[src/rtl/core_bus_pkg.sv]
// Shared definitions for the core-to-AHB-Lite master bridge.
// Provides core size codes, AHB-Lite encodings, the bridge state type and
// small address helpers used by the request decoder.
package core_bus_pkg;

    // Core-side transfer size codes (ahb_size)
    localparam logic [1:0] SZ_BYTE = 2'b00;
    localparam logic [1:0] SZ_HALF = 2'b01;
    localparam logic [1:0] SZ_WORD = 2'b10;
    localparam logic [1:0] SZ_RSVD = 2'b11;

    // AHB-Lite encodings
    localparam logic [1:0] HTRANS_IDLE   = 2'b00;
    localparam logic [1:0] HTRANS_NONSEQ = 2'b10;
    localparam logic [2:0] HBURST_SINGLE = 3'b000;
    localparam logic       HRESP_OKAY    = 1'b0;
    localparam logic       HRESP_ERROR   = 1'b1;

    // Bridge state encoding
    typedef enum logic [1:0] {
        ST_IDLE = 2'b00,
        ST_ADDR = 2'b01,
        ST_DATA = 2'b10,
        ST_ERR2 = 2'b11
    } ahb_state_e;

    // True when the low address bits do not match the natural alignment of size.
    function automatic logic is_misaligned(input logic [1:0] size, input logic [1:0] addr_lo);
        logic w_mis;
        w_mis = 1'b0;
        case (size)
            SZ_HALF: w_mis = addr_lo[0];
            SZ_WORD: w_mis = (addr_lo != 2'b00);
            default: w_mis = 1'b0;
        endcase
        return w_mis;
    endfunction

    // Clears the low address bits implied by size.
    function automatic logic [31:0] align_addr(input logic [31:0] addr, input logic [1:0] size);
        logic [31:0] w_a;
        w_a = addr;
        case (size)
            SZ_HALF: w_a = {addr[31:1], 1'b0};
            SZ_WORD: w_a = {addr[31:2], 2'b00};
            default: w_a = addr;
        endcase
        return w_a;
    endfunction

endpackage

[src/rtl/core_ahb_master_if.sv]
// Bundles the core request port and the AHB-Lite master port of the bridge.
//   core side : ahb_rd_en, ahb_wr_en, ahb_addr, ahb_wr_data, ahb_size (to bridge)
//               ahb_rd_data, ahb_rd_vld, ahb_busy, bus_err          (from bridge)
//   AHB side  : HADDR, HTRANS, HWRITE, HSIZE, HBURST, HPROT, HWDATA (from bridge)
//               HRDATA, HREADY, HRESP                               (to bridge)
// modport master: the bridge's view; modport slave: the environment's view.
interface core_ahb_master_if;
    logic        ahb_rd_en;
    logic        ahb_wr_en;
    logic [31:0] ahb_addr;
    logic [31:0] ahb_wr_data;
    logic [1:0]  ahb_size;
    logic [31:0] ahb_rd_data;
    logic        ahb_rd_vld;
    logic        ahb_busy;
    logic        bus_err;

    logic [31:0] HADDR;
    logic [1:0]  HTRANS;
    logic        HWRITE;
    logic [2:0]  HSIZE;
    logic [2:0]  HBURST;
    logic [3:0]  HPROT;
    logic [31:0] HWDATA;
    logic [31:0] HRDATA;
    logic        HREADY;
    logic        HRESP;

    modport master (
        input  ahb_rd_en, ahb_wr_en, ahb_addr, ahb_wr_data, ahb_size,
        output ahb_rd_data, ahb_rd_vld, ahb_busy, bus_err,
        output HADDR, HTRANS, HWRITE, HSIZE, HBURST, HPROT, HWDATA,
        input  HRDATA, HREADY, HRESP
    );

    modport slave (
        output ahb_rd_en, ahb_wr_en, ahb_addr, ahb_wr_data, ahb_size,
        input  ahb_rd_data, ahb_rd_vld, ahb_busy, bus_err,
        input  HADDR, HTRANS, HWRITE, HSIZE, HBURST, HPROT, HWDATA,
        output HRDATA, HREADY, HRESP
    );
endinterface

[src/rtl/ahb_lane_align.sv]
// Combinational byte-lane steering for the AHB master bridge.
//   i_size    : core size code of the active transfer
//   i_addr_lo : HADDR[1:0] of the active transfer
//   i_hrdata  : raw AHB read data
//   i_wdata   : right-justified core write data
//   o_rdata   : selected read lane, right-justified and zero-extended
//   o_hwdata  : write data replicated across all lanes of the size
module ahb_lane_align
    import core_bus_pkg::*;
(
    input  logic [1:0]  i_size,
    input  logic [1:0]  i_addr_lo,
    input  logic [31:0] i_hrdata,
    input  logic [31:0] i_wdata,
    output logic [31:0] o_rdata,
    output logic [31:0] o_hwdata
);

    always_comb begin
        o_rdata  = i_hrdata;
        o_hwdata = i_wdata;
        case (i_size)
            SZ_BYTE: begin
                o_rdata  = {24'h0, i_hrdata[{i_addr_lo, 3'b000} +: 8]};
                o_hwdata = {4{i_wdata[7:0]}};
            end
            SZ_HALF: begin
                o_rdata  = {16'h0, i_hrdata[{i_addr_lo[1], 4'b0000} +: 16]};
                o_hwdata = {2{i_wdata[15:0]}};
            end
            default: begin
                o_rdata  = i_hrdata;
                o_hwdata = i_wdata;
            end
        endcase
    end

endmodule

[src/rtl/core_ahb_master.sv]
// Core-to-AHB-Lite single-master bridge. One SINGLE transfer in flight at a time.
//   clk, rst : clock and synchronous active-high reset
//   bus      : core request port and AHB-Lite master port (core_ahb_master_if.master)
// Illegal requests (both enables, reserved size, misalignment when ERR_ON_MISALIGN)
// are answered with a bus_err pulse and never reach the bus. All outputs are registered.
module core_ahb_master
    import core_bus_pkg::*;
#(
    parameter logic [3:0] HPROT_VAL       = 4'b0011,
    parameter bit         ERR_ON_MISALIGN = 1'b1
) (
    input logic               clk,
    input logic               rst,
    core_ahb_master_if.master bus
);

    ahb_state_e  r_state, w_state_nxt;

    logic [31:0] r_haddr, w_haddr_nxt;
    logic [1:0]  r_htrans, w_htrans_nxt;
    logic        r_hwrite, w_hwrite_nxt;
    logic [2:0]  r_hsize, w_hsize_nxt;
    logic [31:0] r_hwdata, w_hwdata_nxt;
    logic [31:0] r_wdata, w_wdata_nxt;
    logic [31:0] r_rd_data, w_rd_data_nxt;
    logic        r_rd_vld, w_rd_vld_nxt;
    logic        r_busy, w_busy_nxt;
    logic        r_bus_err, w_bus_err_nxt;

    logic        w_req;
    logic        w_bad;
    logic        w_accept;
    logic [31:0] w_lane_rdata;
    logic [31:0] w_lane_hwdata;

    // Request decode; only consulted while idle
    always_comb begin
        w_req    = bus.ahb_rd_en | bus.ahb_wr_en;
        w_bad    = w_req & ((bus.ahb_rd_en & bus.ahb_wr_en) | (bus.ahb_size == SZ_RSVD) |
                   (ERR_ON_MISALIGN & is_misaligned(bus.ahb_size, bus.ahb_addr[1:0])));
        w_accept = w_req & ~w_bad;
    end

    // Size and lane come from the registered address-phase signals
    ahb_lane_align u_lane_align (
        .i_size    (r_hsize[1:0]),
        .i_addr_lo (r_haddr[1:0]),
        .i_hrdata  (bus.HRDATA),
        .i_wdata   (r_wdata),
        .o_rdata   (w_lane_rdata),
        .o_hwdata  (w_lane_hwdata)
    );

    // State register
    always_ff @(posedge clk) begin
        if (rst) begin
            r_state <= ST_IDLE;
        end else begin
            r_state <= w_state_nxt;
        end
    end

    // Next-state logic
    always_comb begin
        w_state_nxt = r_state;
        unique case (r_state)
            ST_IDLE: if (w_accept) w_state_nxt = ST_ADDR;
            ST_ADDR: if (bus.HREADY) w_state_nxt = ST_DATA;
            ST_DATA: begin
                // HREADY high ends the transfer with either response
                if (bus.HREADY) begin
                    w_state_nxt = ST_IDLE;
                end else if (bus.HRESP == HRESP_ERROR) begin
                    w_state_nxt = ST_ERR2;
                end
            end
            ST_ERR2: if (bus.HREADY) w_state_nxt = ST_IDLE;
            default: w_state_nxt = ST_IDLE;
        endcase
    end

    // Output next-values; pulses default low, everything else holds
    always_comb begin
        w_haddr_nxt   = r_haddr;
        w_htrans_nxt  = r_htrans;
        w_hwrite_nxt  = r_hwrite;
        w_hsize_nxt   = r_hsize;
        w_hwdata_nxt  = r_hwdata;
        w_wdata_nxt   = r_wdata;
        w_rd_data_nxt = r_rd_data;
        w_busy_nxt    = r_busy;
        w_rd_vld_nxt  = 1'b0;
        w_bus_err_nxt = 1'b0;
        unique case (r_state)
            ST_IDLE: begin
                if (w_accept) begin
                    w_haddr_nxt  = align_addr(bus.ahb_addr, bus.ahb_size);
                    w_hwrite_nxt = bus.ahb_wr_en;
                    w_hsize_nxt  = {1'b0, bus.ahb_size};
                    w_htrans_nxt = HTRANS_NONSEQ;
                    w_wdata_nxt  = bus.ahb_wr_data;
                    w_busy_nxt   = 1'b1;
                end else if (w_bad) begin
                    w_bus_err_nxt = 1'b1;
                end
            end
            ST_ADDR: begin
                if (bus.HREADY) begin
                    w_htrans_nxt = HTRANS_IDLE;
                    if (r_hwrite) w_hwdata_nxt = w_lane_hwdata;
                end
            end
            ST_DATA: begin
                if (bus.HREADY) begin
                    w_busy_nxt = 1'b0;
                    if (bus.HRESP == HRESP_ERROR) begin
                        w_bus_err_nxt = 1'b1;
                    end else if (!r_hwrite) begin
                        w_rd_data_nxt = w_lane_rdata;
                        w_rd_vld_nxt  = 1'b1;
                    end
                end
            end
            ST_ERR2: begin
                if (bus.HREADY) begin
                    w_busy_nxt    = 1'b0;
                    w_bus_err_nxt = 1'b1;
                end
            end
            default: ;
        endcase
    end

    // Output registers
    always_ff @(posedge clk) begin
        if (rst) begin
            r_haddr   <= 32'h0;
            r_htrans  <= HTRANS_IDLE;
            r_hwrite  <= 1'b0;
            r_hsize   <= 3'b000;
            r_hwdata  <= 32'h0;
            r_wdata   <= 32'h0;
            r_rd_data <= 32'h0;
            r_rd_vld  <= 1'b0;
            r_busy    <= 1'b0;
            r_bus_err <= 1'b0;
        end else begin
            r_haddr   <= w_haddr_nxt;
            r_htrans  <= w_htrans_nxt;
            r_hwrite  <= w_hwrite_nxt;
            r_hsize   <= w_hsize_nxt;
            r_hwdata  <= w_hwdata_nxt;
            r_wdata   <= w_wdata_nxt;
            r_rd_data <= w_rd_data_nxt;
            r_rd_vld  <= w_rd_vld_nxt;
            r_busy    <= w_busy_nxt;
            r_bus_err <= w_bus_err_nxt;
        end
    end

    assign bus.HADDR       = r_haddr;
    assign bus.HTRANS      = r_htrans;
    assign bus.HWRITE      = r_hwrite;
    assign bus.HSIZE       = r_hsize;
    assign bus.HBURST      = HBURST_SINGLE;
    assign bus.HPROT       = HPROT_VAL;
    assign bus.HWDATA      = r_hwdata;
    assign bus.ahb_rd_data = r_rd_data;
    assign bus.ahb_rd_vld  = r_rd_vld;
    assign bus.ahb_busy    = r_busy;
    assign bus.bus_err     = r_bus_err;

endmodule

[src/flat_wrapper.sv]
// flat-port wrapper written by rule: the top's interface ports become plain ports
module core_ahb_master_flat import core_bus_pkg::*;
#(
    parameter logic [3:0] HPROT_VAL       = 4'b0011,
    parameter bit         ERR_ON_MISALIGN = 1'b1
)
  (clk, rst, bus_ahb_rd_en, bus_ahb_wr_en, bus_ahb_addr, bus_ahb_wr_data, bus_ahb_size, bus_ahb_rd_data, bus_ahb_rd_vld, bus_ahb_busy, bus_bus_err, bus_HADDR, bus_HTRANS, bus_HWRITE, bus_HSIZE, bus_HBURST, bus_HPROT, bus_HWDATA, bus_HRDATA, bus_HREADY, bus_HRESP);
  core_ahb_master_if bus_i ();
  input logic clk;
  input logic rst;
  input wire logic [$bits(bus_i.ahb_rd_en)-1:0] bus_ahb_rd_en;
  input wire logic [$bits(bus_i.ahb_wr_en)-1:0] bus_ahb_wr_en;
  input wire logic [$bits(bus_i.ahb_addr)-1:0] bus_ahb_addr;
  input wire logic [$bits(bus_i.ahb_wr_data)-1:0] bus_ahb_wr_data;
  input wire logic [$bits(bus_i.ahb_size)-1:0] bus_ahb_size;
  output wire logic [$bits(bus_i.ahb_rd_data)-1:0] bus_ahb_rd_data;
  output wire logic [$bits(bus_i.ahb_rd_vld)-1:0] bus_ahb_rd_vld;
  output wire logic [$bits(bus_i.ahb_busy)-1:0] bus_ahb_busy;
  output wire logic [$bits(bus_i.bus_err)-1:0] bus_bus_err;
  output wire logic [$bits(bus_i.HADDR)-1:0] bus_HADDR;
  output wire logic [$bits(bus_i.HTRANS)-1:0] bus_HTRANS;
  output wire logic [$bits(bus_i.HWRITE)-1:0] bus_HWRITE;
  output wire logic [$bits(bus_i.HSIZE)-1:0] bus_HSIZE;
  output wire logic [$bits(bus_i.HBURST)-1:0] bus_HBURST;
  output wire logic [$bits(bus_i.HPROT)-1:0] bus_HPROT;
  output wire logic [$bits(bus_i.HWDATA)-1:0] bus_HWDATA;
  input wire logic [$bits(bus_i.HRDATA)-1:0] bus_HRDATA;
  input wire logic [$bits(bus_i.HREADY)-1:0] bus_HREADY;
  input wire logic [$bits(bus_i.HRESP)-1:0] bus_HRESP;
  assign bus_i.ahb_rd_en = bus_ahb_rd_en;
  assign bus_i.ahb_wr_en = bus_ahb_wr_en;
  assign bus_i.ahb_addr = bus_ahb_addr;
  assign bus_i.ahb_wr_data = bus_ahb_wr_data;
  assign bus_i.ahb_size = bus_ahb_size;
  assign bus_ahb_rd_data = bus_i.ahb_rd_data;
  assign bus_ahb_rd_vld = bus_i.ahb_rd_vld;
  assign bus_ahb_busy = bus_i.ahb_busy;
  assign bus_bus_err = bus_i.bus_err;
  assign bus_HADDR = bus_i.HADDR;
  assign bus_HTRANS = bus_i.HTRANS;
  assign bus_HWRITE = bus_i.HWRITE;
  assign bus_HSIZE = bus_i.HSIZE;
  assign bus_HBURST = bus_i.HBURST;
  assign bus_HPROT = bus_i.HPROT;
  assign bus_HWDATA = bus_i.HWDATA;
  assign bus_i.HRDATA = bus_HRDATA;
  assign bus_i.HREADY = bus_HREADY;
  assign bus_i.HRESP = bus_HRESP;
  core_ahb_master #(.HPROT_VAL(HPROT_VAL), .ERR_ON_MISALIGN(ERR_ON_MISALIGN)) u_core (.clk(clk), .rst(rst), .bus(bus_i));
endmodule
[config.mk]
export PLATFORM = sky130hd
export DESIGN_NAME = core_ahb_master_flat
export DESIGN_NICKNAME = d
export VERILOG_FILES = /design/src/rtl/core_bus_pkg.sv /design/src/rtl/core_ahb_master_if.sv /design/src/rtl/ahb_lane_align.sv /design/src/rtl/core_ahb_master.sv /design/src/flat_wrapper.sv
export SDC_FILE = /design/constraint.sdc
export NUM_CORES = 1
export LEC_CHECK = 0
export CORE_AREA = 2 2 124 126
export CTS_CLUSTER_SIZE = 8
export DETAILED_ROUTE_END_ITERATION = 12
export DIE_AREA = 0 0 126 128
export PLACE_DENSITY = 0.84
export SYNTH_ARGS = -nofsm -noshare
export SYNTH_HDL_FRONTEND = slang
export SYNTH_SLANG_ARGS = --single-unit
[constraint.sdc]
create_clock -name clk -period 2.05 [get_ports clk]
set_clock_uncertainty 0.1 [all_clocks]
set_input_delay 0.5125 -clock clk [delete_from_list [all_inputs] [get_ports clk]]
set_output_delay 0.5125 -clock clk [all_outputs]
set_load 0.01 [all_outputs]
==> metrics.md <==
| Metric | Value |
|---|---|
| DRT antenna net count | 0 |
| Logic pwr share | 17.2% |
| Ports | 216 |
| Crit path launch | u_core.bus.HADDR[0] |
| Cell taking the most area after synthesis | dfxtp_1 |
| Worst Hold Class | in2reg |
| Die ar. | 16130 um2 |
| Register bit count reported by yosys | 137 |
| Crit path max fanout | 4 |
| Clock transition at path regs | 50 ps |
| Footprint of the multi-input gates | 2746 um2 |
| Hold-fix buffers, CTS | 0 |
| Final setup vio count | 0 |
| Congestion Overflow GR | 0 |
| Top-area cell type share of the netlist area | 47.01% |
| Reg2reg setup slack | 210 ps |
| RSZ-0062 raised after global routing | false |
| Initial drt markers | 612 |
| Clk buf depth | 2 |
| Cells after synthesis | 725 |
| Rel. slew slack | 59.56% |
| Gr usage total | 22.21% |
| IR drop worst, VDD | 0.5290 mV |
| Starting Density | 39.25% |
| Synth unique cells | 34 |
| GPL Wtd Cong | 0.8332 |
| Max Fclk | 496.4 MHz |
| Period utilization | 98.26% |
| Reg2Reg Depth | 5 |
| RR Endpoint | u_core.bus.ahb_rd_data[5] |
| Port Buffers | 206 |
| Leak pwr | 3.092 nW |
| Most common cell after layout, fill and taps aside | clkdlybuf4s50_1 |
| RR Startpoint | u_core.bus.HSIZE[1] |
| Critical path class | reg2out |
| Vias | 6067 |
| TritonRoute pass-1 iters | 5 |
| Placement Cell Area | 8294 um2 |
| Layout cells sized above 1 | 10.39% |
| Most frequent cells in the layout | clkdlybuf4s50_1, dfxtp_1, a21oi_1 |
| Vias in the first global route | 5795 |
| Sequential-to-total area share from yosys stat | 47.01% |
| Worst path slowest cell | clkdlybuf4s50_1 |
| Die Wd | 126 um |
| Cell family with most CP delay | buffers and inverters |
| Fillers | 1320 |
| Hold Path Depth | 3 |
| CTS tree | done |
| PD cells | 758.4 nW/um2 |
| Startpoint Class | flop |
| Synth warn | 0 |
| Measured slew at the worst slew-check pin | 605.3 ps |
| Final hold violation count | 0 |
| Run status | completed |
| HPWL Detailed | 12900 um |
| Hold Startpoint | rst |
| Pin count of the biggest net entering global routing | 54 |
| Register share of total power | 42.8% |
| Nets | 1037 |
| Wire per inst | 16.22 um |
| Total power | 6.754 mW |
| Register area | 2748 um2 |
| Routed vias/inst | 5.364 |
| Switching power | 1.787 mW |
| Arr. time, crit path | 1400 ps |
| Drt drc | 0 |
| Slack of the critical path | 35.65 ps |
| First-pass GRT wire length | 28940 um |
| Maximum level of the CTS H-tree | 4 |
| Syn Area/Cell | 8.047 um2 |
| Max incr delay on CP | 590 ps |
| Initial antenna violation count | 0 |
| Max Cap Viol | 0 |
| WP buf/inv | 1 |
| Worst Path Required | 1440 ps |
| Core area | 14860 um2 |
| Routed Wire Length | 18350 um |
| Clock root cell | clkbuf_16 |
| Clk pwr share | 40.1% |
| Internal power | 4.966 mW |
| CTS Buf Count | 17 |
| Max Slew Vio Count | 0 |
| Dpl ws | -388.0 ps |
| Area Growth Syn to Fin | 52.63% |
| Post-Layout Inst Area | 8905 um2 |
| N_diodes | 0 |
| Mapped Area | 5834 um2 |
| Hold Path End | u_core.bus.bus_err |
| Row cnt | 45 |
| Sw Ratio | 26.46% |
| Height of the chip | 128 um |
| Crit-path cells | clkdlybuf4s50_1 |
| Final min period | 2014 ps |
| Crit end category | output port |
| Skew-Pair Late Insertion Delay | 420 ps |
| Main area contributors after synthesis | dfxtp_1, a21oi_1, nand3_1 |
| Clock sinks | 137 |
==> worst max-delay path by stage <==
stage,cells past startpoint,end
after floorplan,7,u_core.bus.HADDR[13]
after global placement,9,u_core.bus.bus_err
after detailed placement,9,u_core.r_wdata[10]
after CTS,1,bus_HADDR[1]
after global routing,1,bus_HADDR[0]
final,1,bus_HADDR[0]
==> metrics by stage <==
step	TNS (ps)	std cells	hold slack, ps	utilization (%)
2_1_floorplan	0	732	353.5	-
3_3_place_gp	-28260	1095	338.8	55.80
3_5_place_dp	-32230	1095	345.9	55.80
4_1_cts	0	1128	333.1	59.34
5_1_grt	0	1131	366.8	59.91
6_report	0	1131	350.4	59.91
==> logic make-up (layout without fill, tap and decap cells) <==
logic type / Yosys count / after routing / share of synthesized area (%)
XOR/XNOR: 1 / 1 / 0.1501
buffers and inverters: 90 / 301 / 7.334
AND/OR/NAND/NOR: 225 / 225 / 17.71
flip-flops: 137 / 137 / 47.01
multiplexers: 16 / 16 / 2.745
AO/OA/AOI/OAI: 251 / 251 / 24.28
other: 2 / 9 / 0.1287
adder cells (fa/ha/maj): 3 / 3 / 0.6434
==> Yosys cell counts <==
library cell  count
a211oi_1         17
a21o_1            1
a21oi_1         113
a221oi_1         13
a221oi_2          3
a311oi_1          8
buf_1             2
buf_2            15
buf_4             9
buf_6             5
clkbuf_1         48
conb_1            2
dfxtp_1         137
ha_1              3
inv_1            11
mux2i_1          16
nand2_1          77
nand2b_1         10
nand3_1          82
nand3b_1          1
nor2_1           38
nor2b_1           1
nor3_1            8
nor4_1            1
nor4_4            1
o2111ai_1         1
o21ai_0          63
o21ai_1          31
o21bai_1          1
or2_2             2
or3b_1            1
or4_1             2
or4_4             1
xnor2_1           1
==> power groups by stage <==
stage | Sequential (mW) | Combinational [mW] | Clock (mW)
2_1_floorplan | 2.94 | 0.527 | 0
3_3_place_gp | 2.94 | 1.08 | 0
3_5_place_dp | 2.95 | 1.10 | 0
4_1_cts | 2.88 | 1.11 | 2.75
5_1_grt | 2.90 | 1.25 | 2.89
6_report | 2.89 | 1.16 | 2.71
==> layer usage <==
layer  vias to the layer above  track usage [%]  routed length (um)  share of wire, %
li1                       2959                -                   -                 -
met1                      2817            27.81                7653                42
met2                       256            35.90                8818                48
met3                        35            6.302                1385               7.5
met4                         0            9.632                 488               2.7
met5                         -                0                   0                 0
==> final cells by class <==
class	instances	share of cell area [%]
well taps	188	2.642
flip-flops and latches	137	30.86
clock buffers	23	5.255
multi-input cells	505	30.84
clock inverters	9	0.5620
repair buffers	258	29.38
inverters	11	0.4637
==> flip-flops by register name, summed over array words and instances (netlist names) <==
register,cells
u_core.r_state,2
u_core.bus.ahb_busy,1
u_core.r_wdata,32
u_core.bus.ahb_rd_vld,1
u_core.bus.ahb_rd_data,32
u_core.bus.HTRANS,1
u_core.bus.HWDATA,32
u_core.bus.HSIZE,2
u_core.bus.HWRITE,1
u_core.bus.HADDR,32
u_core.bus.bus_err,1
==> timing repair <==
item | in CTS | in global routing
buffers inserted | 1 | 1
gates cloned | 0 | 2
resized for setup | 4 | 16
endpoints found under the setup margin | 4 | 55
pin swaps | 0 | 3
Note: power is estimated with default switching activity, not from simulation.
